**src/rtl/cc_ubicacion_ctrl.sv**
```systemverilog
// One-hot position controller with button edge detection, load, end-of-vector pulse and blink FSM.
// Optional macro CC_UBICACION_CTRL_WRAP_EN makes steps past either end wrap instead of saturate.
module cc_ubicacion_ctrl #(
  parameter int UBICACION_WIDTH  = 8,
  parameter int BLINK_COUNTWIDTH = 24,
  parameter int BLINK_HALFPERIOD = 12500000
) (
  input  logic                       CC_UBICACION_CTRL_CLOCK_50,
  input  logic                       CC_UBICACION_CTRL_RESET_InHigh,
  input  logic                       CC_UBICACION_CTRL_left_In,
  input  logic                       CC_UBICACION_CTRL_right_In,
  input  logic                       CC_UBICACION_CTRL_load_In,
  input  logic [UBICACION_WIDTH-1:0] CC_UBICACION_CTRL_loadpos_InBUS,
  input  logic                       CC_UBICACION_CTRL_blink_In,
  output logic [UBICACION_WIDTH-1:0] CC_UBICACION_CTRL_UBICACION_OutBUS,
  output logic                       CC_UBICACION_CTRL_select_Out,
  output logic                       CC_UBICACION_CTRL_edge_Out
);

  typedef enum logic {
    SHOW  = 1'b0,
    BLANK = 1'b1
  } blink_state_e;

  localparam logic [UBICACION_WIDTH-1:0]  POS_LSB   = UBICACION_WIDTH'(1);
  localparam logic [UBICACION_WIDTH-1:0]  POS_MSB   = {1'b1, {(UBICACION_WIDTH-1){1'b0}}};
  localparam logic [BLINK_COUNTWIDTH-1:0] HALF_LAST = BLINK_COUNTWIDTH'(BLINK_HALFPERIOD - 1);

`ifdef CC_UBICACION_CTRL_WRAP_EN
  localparam bit WRAP = 1'b1;
`else
  localparam bit WRAP = 1'b0;
`endif

  logic [UBICACION_WIDTH-1:0]  pos_q, pos_d;
  logic [BLINK_COUNTWIDTH-1:0] cnt_q, cnt_d;
  blink_state_e                state_q, state_d;
  logic                        edge_q, edge_d;
  logic                        prev_left_q, prev_left_d;
  logic                        prev_right_q, prev_right_d;

  logic left_req, right_req, load_valid, moved;

  // Rising-edge requests; both together cancel, so only an exclusive request steps.
  always_comb begin
    left_req     = CC_UBICACION_CTRL_left_In & ~prev_left_q;
    right_req    = CC_UBICACION_CTRL_right_In & ~prev_right_q;
    prev_left_d  = CC_UBICACION_CTRL_left_In;
    prev_right_d = CC_UBICACION_CTRL_right_In;
    load_valid   = CC_UBICACION_CTRL_load_In
                   && (CC_UBICACION_CTRL_loadpos_InBUS != '0)
                   && ((CC_UBICACION_CTRL_loadpos_InBUS
                        & (CC_UBICACION_CTRL_loadpos_InBUS - UBICACION_WIDTH'(1))) == '0);
  end

  always_comb begin
    pos_d  = pos_q;
    edge_d = 1'b0;
    moved  = 1'b0;
    if (load_valid) begin
      pos_d = CC_UBICACION_CTRL_loadpos_InBUS;
    end else if (left_req && !right_req) begin
      if (pos_q[UBICACION_WIDTH-1]) begin
        edge_d = 1'b1;
        if (WRAP) begin
          pos_d = POS_LSB;
          moved = 1'b1;
        end
      end else begin
        pos_d = pos_q << 1;
        moved = 1'b1;
      end
    end else if (right_req && !left_req) begin
      if (pos_q[0]) begin
        edge_d = 1'b1;
        if (WRAP) begin
          pos_d = POS_MSB;
          moved = 1'b1;
        end
      end else begin
        pos_d = pos_q >> 1;
        moved = 1'b1;
      end
    end
  end

  // Blink FSM: a saturated step is not a move, so it leaves the blink phase alone.
  always_comb begin
    state_d = state_q;
    cnt_d   = cnt_q;
    if (!CC_UBICACION_CTRL_blink_In || moved || load_valid) begin
      state_d = SHOW;
      cnt_d   = '0;
    end else if (cnt_q == HALF_LAST) begin
      cnt_d   = '0;
      state_d = (state_q == SHOW) ? BLANK : SHOW;
    end else begin
      cnt_d = cnt_q + BLINK_COUNTWIDTH'(1);
    end
  end

  always_ff @(posedge CC_UBICACION_CTRL_CLOCK_50) begin
    if (CC_UBICACION_CTRL_RESET_InHigh) begin
      pos_q        <= POS_LSB;
      cnt_q        <= '0;
      state_q      <= SHOW;
      edge_q       <= 1'b0;
      prev_left_q  <= 1'b1;
      prev_right_q <= 1'b1;
    end else begin
      pos_q        <= pos_d;
      cnt_q        <= cnt_d;
      state_q      <= state_d;
      edge_q       <= edge_d;
      prev_left_q  <= prev_left_d;
      prev_right_q <= prev_right_d;
    end
  end

  assign CC_UBICACION_CTRL_UBICACION_OutBUS = pos_q;
  assign CC_UBICACION_CTRL_select_Out       = (state_q == BLANK);
  assign CC_UBICACION_CTRL_edge_Out         = edge_q;

endmodule

```
**config.mk**
```make
export PLATFORM = sky130hd
export DESIGN_NAME = cc_ubicacion_ctrl
export DESIGN_NICKNAME = d
export VERILOG_FILES = /design/src/rtl/cc_ubicacion_ctrl.sv
export SDC_FILE = /design/constraint.sdc
export NUM_CORES = 1
export LEC_CHECK = 0
export BUFFER_PORTS_ARGS = -buffer_cell sky130_fd_sc_hd__clkbuf_2
export CAP_MARGIN = 0
export CORE_MARGIN = 2
export CORE_UTILIZATION = 56
export DETAILED_ROUTE_END_ITERATION = 6
export PLACE_DENSITY_LB_ADDON = 0.25
export SLEW_MARGIN = 20
export SYNTH_ARGS = -nofsm -noshare
export SYNTH_HDL_FRONTEND = slang
export SYNTH_SLANG_ARGS = --single-unit
```
**constraint.sdc**
```tcl
create_clock -name CC_UBICACION_CTRL_CLOCK_50 -period 2.25 [get_ports CC_UBICACION_CTRL_CLOCK_50]
set_input_delay 0 -clock CC_UBICACION_CTRL_CLOCK_50 [delete_from_list [all_inputs] [get_ports CC_UBICACION_CTRL_CLOCK_50]]
set_output_delay 0 -clock CC_UBICACION_CTRL_CLOCK_50 [all_outputs]
set_load 0.03 [all_outputs]
```
== Word-level counts from Yosys, hierarchy flattened ==
Index checks and enable logic that the tools add are counted.

* Flip-flop bits (word level): 36
* Bits of input ports: 14
* Output and inout port bits: 10
* Logic and storage cells: 51

* $add $sub $neg: 2
* Eq/ne operators: 3
* Multiplexer cells: 15
* Bitwise logic cells: 5
* Reduce and logical (&&, ||, !) cells: 18

{| class="wikitable"
|+ Operator list
! cell !! count
|-
| 8-bit 2-to-1 mux || 5
|-
| 24-bit by 1-bit adder with 24-bit output (second input constant) || 1
|-
| 24-bit == test (second input constant) || 1
|-
| 1-bit 2-to-1 mux || 10
|-
| 8-bit AND || 1
|-
| 8-bit logical NOT || 1
|-
| 8-bit nonzero test || 1
|-
| 8-bit by 1-bit subtractor with 8-bit output (second input constant) || 1
|-
| 1-bit logical AND || 4
|-
| 2-bit AND reduction || 2
|-
| 2-bit OR reduction || 2
|-
| 1-bit logical NOT || 3
|-
| 3-bit by 1-bit inequality test with 1-bit output (second input constant) || 1
|-
| 3-bit inequality test (second input constant) || 1
|-
| 3-bit AND reduction || 1
|-
| 3-bit nonzero test || 1
|-
| 3-bit OR reduction || 1
|-
| 1-bit AND || 2
|-
| 1-bit logical OR || 2
|-
| 1-bit NOT || 2
|}

== Longest topological paths before layout ==
* Word-level depth: 10
* Mapped depth: 7

== Worst setup path after synthesis ==
OpenSTA, ideal clock, no wires.

* Kind: reg-to-reg
* Start point: register pos_q[0] (netlist: CC_UBICACION_CTRL_UBICACION_OutBUS[0])
* End point: register pos_q[6] (netlist: CC_UBICACION_CTRL_UBICACION_OutBUS[6])
* Library setup time: 0.086 ns
* Arrival time: 1.810 ns
* Data required time: 2.164 ns
* Slack: 0.354 ns
* Stages on the path, launching flop included: 6
* Clock period less this slack: 1.896 ns
* Path through: dfxtp_1 -> or3b_2 -> nor2_1 -> nor2_1 -> o32a_1 -> a221oi_2

* Word-level cells in the longest chain between the ends: 2

{| class="wikitable"
|+ RTL lines
! what !! line !! RTL
|-
| start: declaration || 35 || <nowiki>logic [UBICACION_WIDTH-1:0] pos_q, pos_d;</nowiki>
|-
| start signal: assignment || 111 || <nowiki>pos_q <= pos_d;</nowiki>
|-
| 3-bit by 1-bit inequality test with 1-bit output (no line) || n/a ||
|-
| 3-bit AND reduction (no line) || n/a ||
|}

Every way passes these cells.
A chain may end at the register's enable or synchronous reset.

== Final worst setup path ==
* Start point: input port CC_UBICACION_CTRL_loadpos_InBUS[0]
* End point: register cnt_q[3]

* Word-level cells in the longest chain between the ends: 8

{| class="wikitable"
|+ RTL lines
! what !! line !! RTL
|-
| start: declaration || 13 || <nowiki>input logic [UBICACION_WIDTH-1:0] CC_UBICACION_CTRL_loadpos_InBUS,</nowiki>
|-
| 8-bit by 1-bit subtractor with 8-bit output || 53 || <nowiki>& (CC_UBICACION_CTRL_loadpos_InBUS - UBICACION_WIDTH'(1))) == '0);</nowiki>
|-
| 8-bit AND || 53 ||
|-
| 8-bit logical NOT || 52 || <nowiki>&& ((CC_UBICACION_CTRL_loadpos_InBUS</nowiki>
|-
| 1-bit logical AND * || 52 ||
|-
| 1-bit 2-to-1 mux || 60 || <nowiki>if (load_valid) begin</nowiki>
|-
| 1-bit logical OR || 91 || <nowiki>if (!CC_UBICACION_CTRL_blink_In || moved || load_valid) begin</nowiki>
|-
| 1-bit logical OR * || 91 ||
|-
| 3-bit OR reduction (no line) * || n/a ||
|-
| end signal: assignment || 112 || <nowiki>cnt_q <= cnt_d;</nowiki>
|-
| end: declaration || 36 || <nowiki>logic [BLINK_COUNTWIDTH-1:0] cnt_q, cnt_d;</nowiki>
|}

Every way passes the cells marked *; elsewhere a longest branch is shown, timed or not.

==> results by group <==
CTS
  • Clock Pin Slew Worst Setup and Hold Paths: 100 ps
  • Num CTS Buffers: 5
  • Clock Path Buffers: 2
  • CTS tree: done
  • Clk root buf: clkbuf_4
  • H-tree lvl count: 2
  • Clock Latency Late Sink: 340 ps
  • Setup bufs post-CTS: 0
  • Clock Sinks: 36

Worst setup path
  • Arrival time at the worst endpoint: 2320 ps
  • RR Startpoint: CC_UBICACION_CTRL_UBICACION_OutBUS[0]
  • CP max stage cell: or4_4
  • Critical path origin: CC_UBICACION_CTRL_loadpos_InBUS[0]
  • Cells along the critical path: dlygate4sd3_1 > clkbuf_2 > or4_4 > a2111o_1 > and3b_4 > o211ai_4 > buf_4 > nor2_1
  • Critical Path Max Stage Delay: 560 ps
  • Crit path kind: in -> reg
  • CP endpoint kind: flip-flop
  • WP data required: 2470 ps
  • Critical path fanouts, max: 24
  • Startpoint Class: input port

Timing
  • Share of the clock period used by the worst path: 0.9312
  • Max-slew violations: 0
  • Final setup violation count: 0
  • Least-Margin Pin Slew: 422.8 ps
  • Setup WS post-layout: 154.7 ps
  • Clk_skew: 6.675 ps
  • FMAX: 477.3 MHz
  • Final hold viol count: 0
  • Final Critical Period: 2095 ps
  • Sum Neg Setup Slack: 0 ps
  • RSZ-0062 raised after global routing: false
  • Max-slew headroom: 0.7171

Logic synthesis
  • Top post-synthesis cells by area: dfxtp_1 (40%), xor2_1 (9.2%), nor2_1 (6.3%)
  • Post-Syn Area: 1800 um2
  • Unique cell type count in the Yosys netlist: 42
  • Ys Warns: 0
  • Yosys top cell by area: dfxtp_1
  • Synth Register Bits: 36
  • Sequential share of the synthesized area: 0.4003
  • Mapped Cells: 205
  • Synth top area share: 0.4003
  • Syn Area/Cell: 8.783 um2
  • Net Count, Synth: 220

GRT
  • Global-route wire length before repair: 6.686 mm
  • Total track usage: 0.2404
  • Initial antenna violation count: 0
  • Vias in the first global route: 1626
  • GRT Residual Overflow: 0
  • Largest net degree at the start of global routing: 25

Detailed routing
  • Via-per-instance ratio: 5.686
  • Vias: 1609
  • Drt drc: 0
  • Detailed Route Iter0 Violations: 69
  • First-pass DRT Iterations: 4
  • Final ANT Viol Nets: 0
  • Wirelength, routed: 3.859 mm
  • WL/cell: 13.64 um

Pwr
  • Part of the power in combinational logic: 0.093
  • P_int: 843.4 uW
  • Switching share of power: 0.2425
  • Switching pwr: 270.0 uW
  • PD cells: 530.9 nW/um2
  • Clk network pwr share: 0.320
  • Peak VDD IR: 0.0003208 V
  • Leakage: 0.0008102 uW
  • Seq pwr share: 0.586

Die
  • Die width: 60.70 um
  • Ports: 24
  • Die Footprint: 3684 um2
  • Placeable core region: 3053 um2
  • FP Rows: 20
  • Die Ht: 60.70 um
  • Starting Density: 0.5898

Final layout
  • Final Cell Area: 2097 um2
  • Most common cell after layout, fill and taps aside: dfxtp_1
  • Most frequent cells in the layout: dfxtp_1 (36), nor2_1 (30), clkbuf_2 (23)
  • Post-Layout Cell Count: 283
  • Share of layout cells above drive strength 1: 0.1799
  • Number of diodes: 0
  • Nets: 253
  • Synth-to-Final Area Change: 16.47%

Placed design
  • Placed Cells: 267
  • RePlAce Congestion: 0.8272
  • Placed cell areas: 1952 um2
  • Setup WS pre-CTS: 328.6 ps
  • HPWL Detailed: 2.751 mm
  • Port bufs: 23

Run
  • Max Cap Viol: 0

Min path
  • Hold_sp: CC_UBICACION_CTRL_loadpos_InBUS[3]
  • Hold Path Class: in -> reg

Run status
  • Status: finished, final reports clean
## synthesized netlist by cell type, drive strengths merged
master	number
dfxtp	36
nor2	31
xor2	19
nand2	11
nand3	11
nand4	9
and3	8
a221oi	7
clkbuf	6
a21oi	5
inv	5
nor3	5
a211oi	4
a22o	4
buf	3
nand2b	3
nor3b	3
o21ai	3
or2	3
or3	3
a2bb2oi	2
and2	2
and3b	2
and4	2
mux2i	2
nand3b	2
nor4	2
xnor2	2
a2111o	1
a311oi	1
ha	1
nand4b	1
nor2b	1
nor4bb	1
o211ai	1
o32a	1
or3b	1
or4	1
## worst max-delay path, delay by kind of cell
family | cells | cell delay [ps]
AOI/OAI and AO/OA | 2 | 480
buffers and inverters | 3 | 940
and+or+nand+nor | 3 | 890
## power by group through the flow
stage | clock network (uW) | registers, uW | logic (uW)
2_1_floorplan | 0 | 674 | 54.6
3_3_place_gp | 0 | 667 | 89.4
3_5_place_dp | 0 | 667 | 91.5
6_report | 357 | 653 | 104
5_1_grt | 394 | 654 | 113
4_1_cts | 363 | 653 | 101
## flip-flops by register name (all words and copies together), names as in the netlist
register and count:
cnt_q 24, CC_UBICACION_CTRL_UBICACION_OutBUS 8, CC_UBICACION_CTRL_edge_Out 1, CC_UBICACION_CTRL_select_Out 1, prev_left_q 1, prev_right_q 1
## kinds of logic after synthesis
| family | synth area share |
|---|---|
| compound gates | 0.1341 |
| xor+xnor | 0.1022 |
| fa+ha+maj | 0.006948 |
| buf+inv | 0.03752 |
| flops | 0.4003 |
| mux | 0.01112 |
| simple gates | 0.3079 |
## metrics by stage
stage / total power, uW / hold WS (ps) / utilization
2_1_floorplan: 728.6 / 103.8 / -
3_3_place_gp: 755.9 / 211.0 / 0.6393
3_5_place_dp: 758.9 / 215.8 / 0.6393
4_1_cts: 1117 / 1.920 / 0.6816
5_1_grt: 1161 / 123.4 / 0.6869
6_report: 1113 / 95.23 / 0.6869
## final timing paths
kind / to / slack, ps / depth (start not counted)
setup reg to reg: CC_UBICACION_CTRL_UBICACION_OutBUS[6] / 300 / 5
setup / recovery: cnt_q[3] / 150 / 8
hold reg to reg: cnt_q[0] / 500 / 1
hold / removal: CC_UBICACION_CTRL_UBICACION_OutBUS[3] / 100 / 3
## area by class of cell
type                       count  area, um2
clock buffer                   8      58.81
sequential                    36      720.7
timing repair buffer          35      225.2
multi-input combinational    155       1018
tap                           44      55.05
inverter                       5      18.77
fill                         259      955.9
## routing by layer
metal | part of all wire | wire length [um] | GRT usage | vias to the layer above
li1 | - | - | - | 806
met1 | 0.42 | 1616 | 0.2674 | 755
met2 | 0.52 | 1988 | 0.4240 | 34
met3 | 0.039 | 149 | 0.06183 | 14
met4 | 0.027 | 105 | 0.1180 | 0
met5 | 0 | 0 | 0 | -
## timing repair
item                                    CTS  global route
endpoints found under the hold margin     7             1
hold buffers                              7             1
resized for setup                         0             1
endpoints found under the setup margin    0             4
(Power assumes the default switching activity.)
